$ cat config.mk
export PLATFORM = sky130hd
export DESIGN_NAME = mux_rr_sel_ctrl
export DESIGN_NICKNAME = d
export VERILOG_FILES = /design/src/rtl/mux_rr_sel_ctrl.sv
export SDC_FILE = /design/constraint.sdc
export NUM_CORES = 1
export LEC_CHECK = 0
export ABC_AREA = 0
export CAP_MARGIN = 10
export CORE_ASPECT_RATIO = 1.2
export CORE_MARGIN = 2
export CORE_UTILIZATION = 50
export DETAILED_ROUTE_END_ITERATION = 10
export PLACE_DENSITY_LB_ADDON = 0.1
export SLEW_MARGIN = 20
export SYNTH_ARGS = -nofsm -noshare
export SYNTH_HDL_FRONTEND = slang
export SYNTH_SLANG_ARGS = --single-unit
$ cat constraint.sdc
create_clock -name clk -period 2.6 [get_ports clk]
set_input_delay 0.52 -clock clk [delete_from_list [all_inputs] [get_ports clk]]
set_output_delay 0.52 -clock clk [all_outputs]
set_load 0.03 [all_outputs]
$ cat src/rtl/mux_rr_sel_ctrl.sv
// Round-robin owner selection for a shared 16:1 one-bit mux.
// The owner keeps the mux until it releases, drops its request, or the hold limit runs out.
module mux_rr_sel_ctrl #(
  parameter int N        = 16,
  parameter int SEL_W    = 4,
  parameter int MAX_HOLD = 8
) (
  input  logic             clk,
  input  logic             rst_n,
  input  logic [N-1:0]     req_i,
  input  logic             release_i,
  output logic [SEL_W-1:0] sel_o,
  output logic [N-1:0]     gnt_o,
  output logic             busy_o,
  output logic             timeout_o
);

  localparam int HOLD_W = (MAX_HOLD > 1) ? $clog2(MAX_HOLD) : 1;
  localparam logic [HOLD_W-1:0] HOLD_LAST = (MAX_HOLD > 0) ? HOLD_W'(MAX_HOLD - 1) : '0;

  typedef enum logic {
    ST_IDLE,
    ST_GRANT
  } state_e;

  state_e             state_q, state_d;
  logic [SEL_W-1:0]   sel_q, sel_d;
  logic [N-1:0]       gnt_q, gnt_d;
  logic               busy_q, busy_d;
  logic               timeout_q, timeout_d;
  logic [SEL_W-1:0]   ptr_q, ptr_d;
  logic [HOLD_W-1:0]  hold_cnt_q, hold_cnt_d;

  logic [N-1:0]       upper_req;
  logic [SEL_W-1:0]   winner;
  logic               end_rel;
  logic               end_drop;
  logic               end_hold;
  logic               grant_end;

  // Requests at or above the round-robin pointer win over the wrapped-around ones.
  genvar gi;
  generate
    for (gi = 0; gi < N; gi++) begin : g_upper
      assign upper_req[gi] = req_i[gi] & (SEL_W'(gi) >= ptr_q);
    end
  endgenerate

  function automatic logic [SEL_W-1:0] lowest_set(input logic [N-1:0] vec);
    logic [SEL_W-1:0] idx;
    idx = '0;
    for (int i = N - 1; i >= 0; i--) begin
      if (vec[i]) idx = SEL_W'(i);
    end
    return idx;
  endfunction

  assign winner    = (|upper_req) ? lowest_set(upper_req) : lowest_set(req_i);
  assign end_rel   = release_i;
  assign end_drop  = ~req_i[sel_q];
  assign end_hold  = (MAX_HOLD != 0) && (hold_cnt_q == HOLD_LAST);
  assign grant_end = end_rel | end_drop | end_hold;

  always_comb begin
    state_d    = state_q;
    sel_d      = sel_q;
    gnt_d      = gnt_q;
    busy_d     = busy_q;
    timeout_d  = 1'b0;
    ptr_d      = ptr_q;
    hold_cnt_d = hold_cnt_q;
    unique case (state_q)
      ST_IDLE: begin
        if (|req_i) begin
          sel_d      = winner;
          gnt_d      = N'(1) << winner;
          busy_d     = 1'b1;
          hold_cnt_d = '0;
          state_d    = ST_GRANT;
        end
      end
      ST_GRANT: begin
        if (grant_end) begin
          gnt_d     = '0;
          busy_d    = 1'b0;
          ptr_d     = sel_q + SEL_W'(1);
          timeout_d = end_hold & ~end_rel & ~end_drop;
          state_d   = ST_IDLE;
        end else if ((MAX_HOLD != 0) && (hold_cnt_q != HOLD_LAST)) begin
          hold_cnt_d = hold_cnt_q + HOLD_W'(1);
        end
      end
      default: state_d = ST_IDLE;
    endcase
  end

  always_ff @(posedge clk or negedge rst_n) begin
    if (!rst_n) begin
      state_q    <= ST_IDLE;
      sel_q      <= '0;
      gnt_q      <= '0;
      busy_q     <= 1'b0;
      timeout_q  <= 1'b0;
      ptr_q      <= '0;
      hold_cnt_q <= '0;
    end else begin
      state_q    <= state_d;
      sel_q      <= sel_d;
      gnt_q      <= gnt_d;
      busy_q     <= busy_d;
      timeout_q  <= timeout_d;
      ptr_q      <= ptr_d;
      hold_cnt_q <= hold_cnt_d;
    end
  end

  assign sel_o     = sel_q;
  assign gnt_o     = gnt_q;
  assign busy_o    = busy_q;
  assign timeout_o = timeout_q;

endmodule
# Yosys cells after proc, flatten, opt, wreduce, memory -nomap -nowiden
# Cells that the tools add are included.
# totals
ff_bits,30
inputBits,19
out_inout_bits,22
wordCells,112
# op_classes
addsub,2
magnitude_cmp,17
n_eq_ne,6
shift,1
n_mux,50
bitwise_logic,23
n_reduce_logical,6
# op_table
operator,count
two-way mux 4 bit,33
">= comparator 4 bit, first input constant",8
two-way mux 16 bit,2
case mux 16 bit (2 select lines),1
OR reduction 16 bit,2
AND 1 bit,18
">= comparator 3 x 4 -> 1 bit, first input constant",4
"left shift 1 x 4 -> 16 bit, first input constant",1
two-way mux 3 bit,3
">= comparator 1 x 4 -> 1 bit, first input constant",2
">= comparator 2 x 4 -> 1 bit, first input constant",2
two-way mux 1 bit,7
case mux 3 bit (2 select lines),1
AND reduction 2 bit,3
"< comparator 4 x 5 -> 1 bit, second input constant",1
"adder 4 x 1 -> 4 bit, second input constant",1
binary-select mux 1 bit (select 4 bit),1
"!= test 2 x 1 -> 1 bit, second input constant",2
"!= test 2 bit, second input constant",2
case mux 1 bit (2 select lines),2
"adder 3 x 1 -> 3 bit, second input constant",1
"== test 3 bit, second input constant",1
"!= test 3 bit, second input constant",1
inverter 1 bit,3
2 further kinds,3

# Depth between registers and ports, before layout
# Gate-level depths: netlist (run 1).
# logic_depth
ltp_word,22
depth_mapped,10
mapped_depth_nobuf,7

# Worst setup path before layout (run 1)
# Ideal clock, no wire load.
# synth_path
path_type,reg2reg
start,reg sel_q[0] (netlist: sel_o[0])
end,reg gnt_q[5] (netlist: gnt_o[5])
setup_time_ns,0.122
t_arrival_ns,2.377
required_time_ns,2.478
path_slack_ns,0.101
stages_incl_launch_ff,10
path_buffers,3
synth_period_minus_slack_ns,2.499
cell_sequence,dfrtp_1 buf_6 mux4_1 mux2_2 a22oi_4 o21ai_4 and2_4 buf_6 buf_8 a32o_1
# synth_between
elab_chain_cells,7
# synth_rtl
item,line_no,source
from (decl),27,"logic [SEL_W-1:0] sel_q, sel_d;"
from (signal assigned),108,sel_q <= sel_d;
binary-select mux 1 bit (select 4 bit),60,assign end_drop = ~req_i[sel_q];
two-way mux 1 bit (implied by the code),60,
inverter 1 bit,60,
OR 1 bit (2 in a row),62,assign grant_end = end_rel | end_drop | end_hold;
!= test 2 x 1 -> 1 bit (no line),-,
AND reduction 2 bit (no line),-,
to (signal assigned),109,gnt_q <= gnt_d;
to (decl),28,"logic [N-1:0] gnt_q, gnt_d;"
# Every way passes these cells. The select of a mux whose other input is x is not followed.
# A chain may end at the register's enable or synchronous reset.

# Worst setup path after layout (run 1)
# layout_path
start,in req_i[5]
end,reg gnt_q[13] (netlist: gnt_o[13])
# layout_between
elab_chain_cells,11
word_cells_on_any_way,27
cone_classes,2 x eq/ne; 1 x shift; 17 x mux; 4 x bitwise; 3 x reduce/logical
# layout_rtl
item,line_no,source
from (decl),10,"input logic [N-1:0] req_i,"
AND 1 bit,45,assign upper_req[gi] = req_i[gi] & (SEL_W'(gi) >= ptr_q);
two-way mux 4 bit (6 in a row),53,if (vec[i]) idx = SEL_W'(i);
two-way mux 4 bit,58,assign winner = (|upper_req) ? lowest_set(upper_req) : lowest_set(req_i);
left shift 1 x 4 -> 16 bit,76,gnt_d = N'(1) << winner;
two-way mux 16 bit,74,if (|req_i) begin
case mux 16 bit (2 select lines),72,unique case (state_q)
# Several ways; a longest one is shown, not always the timed one. The select of a mux whose other input is x is not followed.

==> qor.txt, run 1 <==
===========================================================================================
Result of the run                                                              finished clean
Wire length of the first global-routing pass                                        9.34 mm
Cell type with the highest aggregate area in the netlist                       sky130_fd_sc_hd__dfrtp_1
Number of instances in the placed design                                                345
Ranking of synthesized cells by instance count                                 30 x sky130_fd_sc_hd__dfrtp_1, 23 x sky130_fd_sc_hd__nand2_1, 20 x sky130_fd_sc_hd__o21ai_0
Final setup fails                                                                         0
Number of clock sinks seen by CTS                                                        30
Total area of multi-input combinational cells                                  0.00120 sq mm
Proportion of synthesized chip area in sequential cells                               36.7%
Setup CP Type                                                                  input port to flip-flop
Post-route worst hold slack                                                        0.478 ns
Data arrival time of the critical path                                              2.67 ns
Clock Path Buffers                                                                        2
Synthesized Nets                                                                        237
Largest cells by area after synthesis                                          sky130_fd_sc_hd__dfrtp_1 37%, sky130_fd_sc_hd__a32o_1 6.4%, sky130_fd_sc_hd__o21ai_0 4.9%
Library cell used as clock root buffer                                         sky130_fd_sc_hd__clkbuf_8
Transition time at the pin with the least slew margin                              0.578 ns
Clock Skews                                                                      0.00388 ns
Cts bufs inserted                                                                         5
Post-route clock period utilization                                                   96.4%
Max_cap viols                                                                             0
Layout cells sized above 1                                                            24.9%
Sum Neg Setup Slack                                                                    0 ns
Worst-path maximum fanout                                                                16
Maximum resistive drop on vdd                                                      0.694 mV
Post-synth top area share                                                             36.7%
Final Hold Fails                                                                          0
Clock latency reported for the late side of the worst-skew pair                     0.28 ns
TritonCTS clock tree                                                                    yes
Hold crit path type                                                            flip-flop to flip-flop
Final HPWL DP                                                                       4.25 mm
Number of design-rule violations left by the first detailed-router iteration            180
GRT Resource Usage Total                                                              26.1%
Final max-slew violation count                                                            0
Residual overflow from global routing                                                     0
Diodes inserted                                                                           0
Via count                                                                              2059
Initial antenna violation count                                                           0
Max Clock Freq                                                                      399 MHz
Leakage power summed over all cells                                              0.00129 uW
Most used flip-flop cell after synthesis                                       sky130_fd_sc_hd__dfrtp_1
Register bit total from synthesis                                                        30
Number of cell rows                                                                      25
Routability congestion estimate                                                       0.900
Endpoint class of the critical path                                               flip-flop
Worst-path clk slew                                                                 0.06 ns
Final-layout fill cell count                                                            328
Proportion of register bits with asynchronous set or reset after synthesis             100%
Syn avg cell area                                                                9.52 sq um
Number of ports placed on the die boundary                                               41
Core area                                                                      0.00394 sq mm
H-tree depth                                                                              2
Count of yosys warnings during synthesis                                                  0
RSZ-0062 raised after global routing                                                     no
Power density cells                                                             970 mW/mm^2
Die X-Extent                                                                        62.4 um
Final #Nets                                                                             320
Post-synthesis cell area                                                       0.00205 sq mm
Max-slew headroom                                                                     61.0%
Pin count of the biggest net entering global routing                                     31
Sort of element at the start of the critical path                                input port
Sum of routed wire length over all layers                                           5.81 mm
Number of unique standard cell types used by synthesis                                   56
Number of nets still failing antenna checks after routing                                 0
CP Data Required Time                                                               2.76 ns
Buffers on Ports                                                                         40
Post-synth EDFFs                                                                          0
Most instantiated library cell after synthesis                                 sky130_fd_sc_hd__dfrtp_1
Post-layout min period                                                              2.51 ns
Die outline height                                                                  74.1 um
Residual DRC                                                                              0
Die footprint                                                                  0.00462 sq mm
Cts-stage hold buffer count                                                               0
Post-synthesis instance total                                                           215
Area taken by flip-flops and latches                                              751 sq um
Post-detailed-route via-to-cell ratio                                                  5.87
Finished Layout Cells                                                                   351
Area grow syn2layout                                                                  41.4%
Wirelength per Cell                                                                 16.6 um
Initial Utilization                                                                   51.9%
Number of global-route vias before repair                                              1947
Initial DRT Pass Iterations                                                               4
===========================================================================================
==> state kept, by name, summed over array words and instances (netlist names) <==
name / flops
hold_cnt_q: 3
state_q: 1
ptr_q: 4
gnt_o: 16
busy_o: 1
timeout_o: 1
sel_o: 4
==> worst max-delay path: stages <==
cell	delay [ns]
sky130_fd_sc_hd__clkdlybuf4s50_1	0.42
sky130_fd_sc_hd__buf_4	0.16
sky130_fd_sc_hd__mux4_1	0.51
sky130_fd_sc_hd__mux2_2	0.30
sky130_fd_sc_hd__a22oi_4	0.21
sky130_fd_sc_hd__o21ai_4	0.07
sky130_fd_sc_hd__and2_4	0.23
sky130_fd_sc_hd__a32o_1	0.23
==> through the flow <==
stage	total power [uW]	util (%)	setup slack (ns)	area, sq um
after global routing	2980	73.5	0.00966	2900
after global placement	2400	70.6	-0.251	2780
after CTS	2810	72.8	0.0249	2870
after floorplan	1810	-	0.101	2050
final	2810	73.5	0.0946	2900
after detailed placement	2430	70.6	-0.297	2780
==> cell type report <==
class                      count  share of cell area [%]
timing repair buffer          86                    26.0
multi-input combinational    165                    41.6
inverter                      10                    1.30
clock buffer                   6                    2.85
tap                           54                    2.33
sequential                    30                    25.9
==> per-layer routing <==
metal,vias up,wire length [um],GRT usage (%)
met5,-,0,0
met4,0,98,10.6
met3,9,213,4.08
met2,62,3010,45.4
met1,1002,2490,33.1
li1,986,-,-
==> worst paths after layout <==
kind                                from   endpoint  slack [ns]  cells past startpoint
worst min-delay path            gnt_o[9]   gnt_o[9]        0.48                      2
worst max register to register  ptr_q[1]  gnt_o[13]        0.19                      7
worst max-delay path            req_i[5]  gnt_o[13]        0.09                      8
worst min register to register  gnt_o[9]   gnt_o[9]        0.48                      2
max in group asynchronous          rst_n  gnt_o[14]        1.70                      2
min in group asynchronous          rst_n   ptr_q[1]        0.62                      2
==> kinds of logic (layout without fill, tap and decap cells) <==
| group | after synthesis | in the layout | synth area share (%) |
|---|---|---|---|
| compound gates | 80 | 80 | 29.7 |
| xor+xnor | 2 | 2 | 0.856 |
| fa+ha+maj | 3 | 3 | 1.83 |
| buf+inv | 20 | 102 | 5.56 |
| flops | 30 | 30 | 36.7 |
| mux | 7 | 7 | 6.60 |
| simple gates | 73 | 73 | 18.8 |
==> report_power, final <==
part | internal [uW] | switching, uW | total, uW | leakage (uW)
logic | 801 | 831 | 1630 | 0.000851
registers | 596 | 217 | 813 | 0.000400
clock network | 203 | 161 | 365 | 0.0000431
total | 1600 | 1210 | 2810 | 0.00129
==> cells in the final DEF (no fill, tap or decap), types with 2 or more instances in the layout <==
| master | n |
|---|---|
| sky130_fd_sc_hd__a211oi_1 | 2 |
| sky130_fd_sc_hd__a21boi_0 | 3 |
| sky130_fd_sc_hd__a21oi_1 | 13 |
| sky130_fd_sc_hd__a21oi_2 | 2 |
| sky130_fd_sc_hd__a32o_1 | 13 |
| sky130_fd_sc_hd__and3b_2 | 2 |
| sky130_fd_sc_hd__buf_4 | 46 |
| sky130_fd_sc_hd__clkbuf_8 | 6 |
| sky130_fd_sc_hd__clkdlybuf4s50_1 | 37 |
| sky130_fd_sc_hd__dfrtp_1 | 30 |
| sky130_fd_sc_hd__dlymetal6s2s_1 | 3 |
| sky130_fd_sc_hd__ha_1 | 3 |
| sky130_fd_sc_hd__inv_1 | 10 |
| sky130_fd_sc_hd__mux2_2 | 2 |
| sky130_fd_sc_hd__mux4_1 | 2 |
| sky130_fd_sc_hd__mux4_2 | 2 |
| sky130_fd_sc_hd__nand2_1 | 23 |
| sky130_fd_sc_hd__nand2b_1 | 6 |
| sky130_fd_sc_hd__nand3_1 | 5 |
| sky130_fd_sc_hd__nor2_1 | 14 |
| sky130_fd_sc_hd__nor3_1 | 4 |
| sky130_fd_sc_hd__nor4_1 | 2 |
| sky130_fd_sc_hd__o21a_1 | 3 |
| sky130_fd_sc_hd__o21ai_0 | 19 |
| sky130_fd_sc_hd__o21bai_1 | 4 |
| sky130_fd_sc_hd__o221ai_1 | 3 |
| sky130_fd_sc_hd__or3_1 | 3 |
| sky130_fd_sc_hd__or4_4 | 2 |
==> timing repair <==
action	CTS	global route
endpoints found under the setup margin	4	16
resized for setup	1	9
buffers inserted	0	0
cloned	0	0
pin swaps	0	2
Power figures use the tool's default switching activity.
==> inputs of run 2 (changes only) <==
clock period = 2.7 ns   (was 2.6 ns; I/O delays follow)
==> qor.txt, run 2 (same netlist as run 1, synthesis figures left out) <==
===========================================================================================
Result of the run                                                              finished clean
Wire length of the first global-routing pass                                        9.23 mm   -1.2%
Setup CP Type                                                                  input port to flip-flop
Final max-slew violation count                                                            0   unchanged
Buffers on Ports                                                                         40   unchanged
Die outline height                                                                  74.1 um   unchanged
Die footprint                                                                  0.00462 sq mm   unchanged
Initial DRT Pass Iterations                                                               4   unchanged
Residual DRC                                                                              0   unchanged
Number of global-route vias before repair                                              1936   -0.56%
Hold crit path type                                                            flip-flop to flip-flop
Die X-Extent                                                                        62.4 um   unchanged
Core area                                                                      0.00394 sq mm   unchanged
Initial Utilization                                                                   51.9%   unchanged
Total area of multi-input combinational cells                                  0.00120 sq mm   -0.31%
Launch point of the worst path                                                     req_i[7]
Final #Nets                                                                             321   +0.31%
Transition time at the pin with the least slew margin                              0.516 ns   -0.0626 ns
Dpl cell area                                                                  0.00279 sq mm   +0.27%
Worst-path maximum fanout                                                                 8   -8
Max Clock Freq                                                                      386 MHz
Sum of routed wire length over all layers                                           5.81 mm   unchanged
CP Data Required Time                                                               2.86 ns   +0.10 ns
Area taken by flip-flops and latches                                              751 sq um   unchanged
Cts bufs inserted                                                                         5   unchanged
Clock Skews                                                                      0.00806 ns   +0.00418 ns
Max reg flops                                                                            16   unchanged
H-tree depth                                                                              2   unchanged
Reg-to-reg critical path endpoint                                                 gnt_o[14]
Data arrival time of the critical path                                              2.75 ns   +0.08 ns
Total Power Consumption                                                             2710 uW   -3.7%
Timing endpoint of the critical path                                               gnt_o[4]
Leakage power summed over all cells                                              0.00128 uW   -1.4%
Clock latency reported for the late side of the worst-skew pair                     0.28 ns   about the same
Routability congestion estimate                                                       0.945   +5.0%
GRT Resource Usage Total                                                              25.9%   -0.24 points
Post-detailed-route via-to-cell ratio                                                  5.86   -0.17%
Number of ports placed on the die boundary                                               41   unchanged
Number of design-rule violations left by the first detailed-router iteration            120   -33%
Area grow syn2layout                                                                  41.7%
Residual overflow from global routing                                                     0   unchanged
Initial antenna violation count                                                           0   unchanged
RSZ-0062 raised after global routing                                                     no
Endpoint class of the critical path                                               flip-flop
Number of nets still failing antenna checks after routing                                 0   unchanged
Via count                                                                              2073   +0.68%
Most frequent cells in the layout                                              47 x sky130_fd_sc_hd__buf_4, 40 x sky130_fd_sc_hd__clkdlybuf4s50_1, 30 x sky130_fd_sc_hd__dfrtp_1, 23 x sky130_fd_sc_hd__nand2_1, 20 x sky130_fd_sc_hd__o21ai_0
Leading cell type in the layout, fill and taps excluded                        sky130_fd_sc_hd__buf_4
Worst-path clk slew                                                                 0.06 ns   about the same
Power density cells                                                             933 mW/mm^2   -3.9%
TritonCTS clock tree                                                                    yes
Final-layout fill cell count                                                            325   -0.91%
Sort of element at the start of the critical path                                input port
Final setup fails                                                                         0   unchanged
Worst R2R Setup Slack                                                               0.26 ns   +0.07 ns
Wirelength per Cell                                                                 16.4 um   -0.85%
Diodes inserted                                                                           0   unchanged
Cts-stage hold buffer count                                                               0   unchanged
Final Hold Fails                                                                          0   unchanged
Library cell used as clock root buffer                                         sky130_fd_sc_hd__clkbuf_8
Layout cells sized above 1                                                            25.0%   +0.084 points
Final HPWL DP                                                                       4.38 mm   +3.1%
Number of clock sinks seen by CTS                                                        30   unchanged
Max_cap viols                                                                             0   unchanged
Maximum resistive drop on vdd                                                      0.727 mV   +4.7%
Number of cell rows                                                                      25   unchanged
Pin count of the biggest net entering global routing                                     31   unchanged
Post-route clock period utilization                                                   96.0%
Clock Path Buffers                                                                        2   unchanged
Max-slew headroom                                                                     65.2%   +4.2 points
Cell count of the worst reg-to-reg path                                                   6   -1
Post-layout min period                                                              2.59 ns
Final Cell Area                                                                0.00290 sq mm   +0.17%
FF-to-FF Start                                                                     ptr_q[1]
===========================================================================================
[run 2: changes by cell type in the layout (fill, tap and decap cells not counted)]
cell,change
sky130_fd_sc_hd__a21oi_2,-1
sky130_fd_sc_hd__buf_4,+1
sky130_fd_sc_hd__dlymetal6s2s_1,-3
sky130_fd_sc_hd__a21boi_0,+1
sky130_fd_sc_hd__a21oi_1,+1
sky130_fd_sc_hd__a21boi_1,-1
sky130_fd_sc_hd__clkbuf_1,+1
sky130_fd_sc_hd__clkdlybuf4s50_1,+3
sky130_fd_sc_hd__clkinv_2,+1
sky130_fd_sc_hd__o21ai_0,+1
sky130_fd_sc_hd__o21ai_1,-1
[run 2: worst min path at each step]
stage	cells after the start	slack, ns	startpoint	to
floorplan	0	0.24	rst_n	busy_o
global placement	2	0.47	gnt_o[8]	gnt_o[8]
detailed placement	2	0.48	gnt_o[8]	gnt_o[8]
CTS	2	0.49	gnt_o[8]	gnt_o[8]
global route	1	0.51	busy_o	busy_o
finish	2	0.48	gnt_o[8]	gnt_o[8]
[run 2: power breakdown]
group | switching, uW | leakage [uW] | internal [uW]
Combinational | 797 | 0.000828 | 763
Sequential | 212 | 0.000400 | 573
Clock | 155 | 0.0000482 | 205
[run 2: timing repair]
action                                  4_1_cts  5_1_grt
gates resized for setup                       0        4
buffers inserted                              0        0
endpoints found under the setup margin        0       10
[run 2: layer usage]
| layer | part of all wire, % | vias to the layer above | wire length [um] | global-route usage [%] |
|---|---|---|---|---|
| met5 | 0 | - | 0 | 0 |
| met4 | 1.6 | 0 | 92 | 9.88 |
| met1 | 43 | 1000 | 2510 | 31.0 |
| met3 | 4.2 | 10 | 246 | 5.45 |
| li1 | - | 989 | - | - |
| met2 | 51 | 74 | 2970 | 46.4 |
[run 2: layout make-up]
type	instances	area share (%)
multi-input combinational	165	41.4
timing repair buffer	87	26.0
sequential	30	25.9
clock buffer	7	2.98
tap	54	2.33
inverter	10	1.29
clock inverter	1	0.173
[run 2: critical path: stages]
cell and delay, ns:
sky130_fd_sc_hd__clkdlybuf4s50_1 0.50, sky130_fd_sc_hd__buf_4 0.14, sky130_fd_sc_hd__and4b_1 0.18, sky130_fd_sc_hd__or3_1 0.36, sky130_fd_sc_hd__nand2b_1 0.11, sky130_fd_sc_hd__and3b_2 0.23
sky130_fd_sc_hd__o32a_2 0.41, sky130_fd_sc_hd__a32o_1 0.27
[run 2: metrics by stage]
step / worst slack [ns] / instances / TNS (ns) / hold slack, ns / util [%]
after global placement: -0.199 / 346 / -3.09 / 0.469 / 70.8
after floorplan: 0.201 / 215 / 0 / 0.244 / -
after global routing: 0.0132 / 354 / 0 / 0.509 / 73.6
final: 0.107 / 354 / 0 / 0.482 / 73.6
after detailed placement: -0.187 / 346 / -2.96 / 0.480 / 70.8
after CTS: 0.0721 / 354 / 0 / 0.493 / 73.1
==> inputs of run 3 (changes only) <==
CORE_UTILIZATION = 35   (was 50)
==> qor.txt, run 3 (same netlist as run 1, synthesis figures left out) <==
===========================================================================================
Residual overflow from global routing                                                     0   unchanged
Launch point of the worst path                                                     req_i[7]
Total Power Consumption                                                             2760 uW   +2.0%
Pin count of the biggest net entering global routing                                     31   unchanged
Endpoint class of the critical path                                               flip-flop
Most frequent cells in the layout                                              49 x sky130_fd_sc_hd__buf_4, 40 x sky130_fd_sc_hd__clkdlybuf4s50_1, 30 x sky130_fd_sc_hd__dfrtp_1, 23 x sky130_fd_sc_hd__nand2_1, 20 x sky130_fd_sc_hd__o21ai_0
Leading cell type in the layout, fill and taps excluded                        sky130_fd_sc_hd__buf_4
Initial antenna violation count                                                           0   unchanged
Max-slew headroom                                                                     66.2%   +1.1 points
Clock Skews                                                                      0.00989 ns   +0.00183 ns
Library cell used as clock root buffer                                         sky130_fd_sc_hd__clkbuf_8
FF-to-FF Start                                                                     ptr_q[2]
Hold crit path type                                                            flip-flop to flip-flop
GRT Resource Usage Total                                                              20.1%   -5.7 points
Initial DRT Pass Iterations                                                               4   unchanged
Die X-Extent                                                                        73.8 um   +18%
Number of cell rows                                                                      30   +20%
Routability congestion estimate                                                       0.890   -5.8%
Post-layout min period                                                              2.61 ns   +0.0173 ns
Post-detailed-route via-to-cell ratio                                                  5.32   -9.1%
Clock Path Buffers                                                                        2   unchanged
Setup CP Type                                                                  input port to flip-flop
Final standard cell utilization of the core                                           52.3%   -21 points
Cell count of the worst reg-to-reg path                                                   7   +1
Leakage power summed over all cells                                              0.00129 uW   +1.3%
Initial Utilization                                                                   36.1%   -16 points
Max reg flops                                                                            16   unchanged
Final max-slew violation count                                                            0   unchanged
Final HPWL DP                                                                       4.52 mm   +3.1%
Worst-path clk slew                                                                 0.06 ns   about the same
Max_cap viols                                                                             0   unchanged
Finished Layout Cells                                                                   383   +8.2%
Via count                                                                              2038   -1.7%
Peak per-stage delay on the critical path                                           0.60 ns   +0.10 ns
Die outline height                                                                  87.8 um   +18%
Timing endpoint of the critical path                                              gnt_o[10]
Final #Nets                                                                             324   +0.93%
Power density cells                                                             931 mW/mm^2   -0.16%
Number of nets still failing antenna checks after routing                                 0   unchanged
Cell repeated most along the worst path                                        sky130_fd_sc_hd__buf_4
Area grow syn2layout                                                                  44.7%
Number of clock sinks seen by CTS                                                        30   unchanged
CP Data Required Time                                                               2.90 ns   +0.04 ns
Cell with the largest stage delay on the worst path                            sky130_fd_sc_hd__or4_1
Path length in cells of the critical path                                                10   +2
Maximum resistive drop on vdd                                                      0.590 mV   -19%
Final setup slack of the worst path                                               0.0898 ns   -0.0173 ns
Number of global-route vias before repair                                              1984   +2.5%
Wire length of the first global-routing pass                                        9.96 mm   +7.8%
Core area                                                                      0.00567 sq mm   +44%
Die footprint                                                                  0.00648 sq mm   +40%
Hold path startpoint                                                               gnt_o[9]
Diodes inserted                                                                           0   unchanged
Sum of routed wire length over all layers                                           6.02 mm   +3.6%
Number of ports placed on the die boundary                                               41   unchanged
CP delay by family, top                                                        simple AND/OR/NAND/NOR gates
Post-route worst hold slack                                                        0.488 ns   +0.00588 ns
Residual DRC                                                                              0   unchanged
Number of instances in the placed design                                                375   +8.4%
Cts bufs inserted                                                                         5   unchanged
TritonCTS clock tree                                                                    yes
Final Hold Fails                                                                          0   unchanged
Sort of element at the start of the critical path                                input port
Data arrival time of the critical path                                              2.81 ns   +0.06 ns
Wirelength per Cell                                                                 15.7 um   -4.2%
Buffers on Ports                                                                         40   unchanged
Post-CTS setup buffer count                                                               0   unchanged
Reg-to-reg critical path endpoint                                                  gnt_o[2]
Number of design-rule violations left by the first detailed-router iteration            120   unchanged
Dpl ws                                                                            -0.269 ns   -0.0814 ns
CP Cell Sequence                                                               clkdlybuf4s50_1 > or4_1 > a21oi_1 > o221ai_1 > and3_1 > buf_4 > nor4_2 > buf_4 > nand2_1 > o21ai_0
Worst-path maximum fanout                                                                 2   -6
Layout cells sized above 1                                                            25.1%   +0.083 points
Worst R2R Setup Slack                                                               0.24 ns   -0.02 ns
H-tree depth                                                                              2   unchanged
Crit path buf inv count                                                                   3   +1
Post-route clock period utilization                                                   96.7%   +0.64 points
Result of the run                                                              finished clean
Max Clock Freq                                                                      383 MHz   -0.66%
Clock latency reported for the late side of the worst-skew pair                     0.29 ns   about the same
Final setup fails                                                                         0   unchanged
Transition time at the pin with the least slew margin                              0.506 ns   -0.00927 ns
===========================================================================================
==> run 3: layout make-up <==
class	instances	area, sq um
Fill cell	520	2710
Multi-Input combinational cell	165	1190
Sequential cell	30	751
Tap cell	80	100
Clock inverter	1	5.00
Clock buffer	7	86.3
Inverter	10	37.5
Timing Repair Buffer	90	788
==> run 3: tightest hold or removal path, cell delays in order (launching register included) <==
cell                      delay (ns)
sky130_fd_sc_hd__dfrtp_1        0.34
sky130_fd_sc_hd__nand2_1        0.05
sky130_fd_sc_hd__o21ai_0        0.06
==> run 3: what timing repair did <==
item	in CTS	in global routing
endpoints found under the setup margin	0	8
hold endpoints to repair	0	0
gates resized for setup	0	3
hold buffers	0	0
==> run 3: through the flow <==
| step | cell area, sq um | TNS (ns) |
|---|---|---|
| floorplan | 2050 | 0 |
| global placement | 2860 | -3.39 |
| detailed placement | 2860 | -3.32 |
| CTS | 2950 | 0 |
| global route | 2960 | -0.0863 |
| finish | 2960 | 0 |
==> run 3: power by group <==
part           total [uW]  internal [uW]  switching, uW
registers             783            573            210
clock network         372            205            167
logic                1600            790            814
total                2760           1570           1190
==> run 3: routing by layer <==
layer | vias to the layer above | share of wire, % | global-route usage (%)
met5 | - | 0 | 0
met4 | 0 | 2.0 | 7.44
met3 | 11 | 3.6 | 3.57
met2 | 47 | 50 | 31.8
met1 | 987 | 44 | 27.4
li1 | 993 | - | -
==> run 3: how the worst min path moves through the flow <==
stage	slack, ns	end	cells past startpoint
2_1_floorplan	0.24	busy_o	0
3_3_place_gp	0.47	gnt_o[11]	2
3_5_place_dp	0.48	gnt_o[11]	2
4_1_cts	0.49	gnt_o[11]	2
5_1_grt	0.52	gnt_o[10]	2
6_report	0.49	gnt_o[9]	2
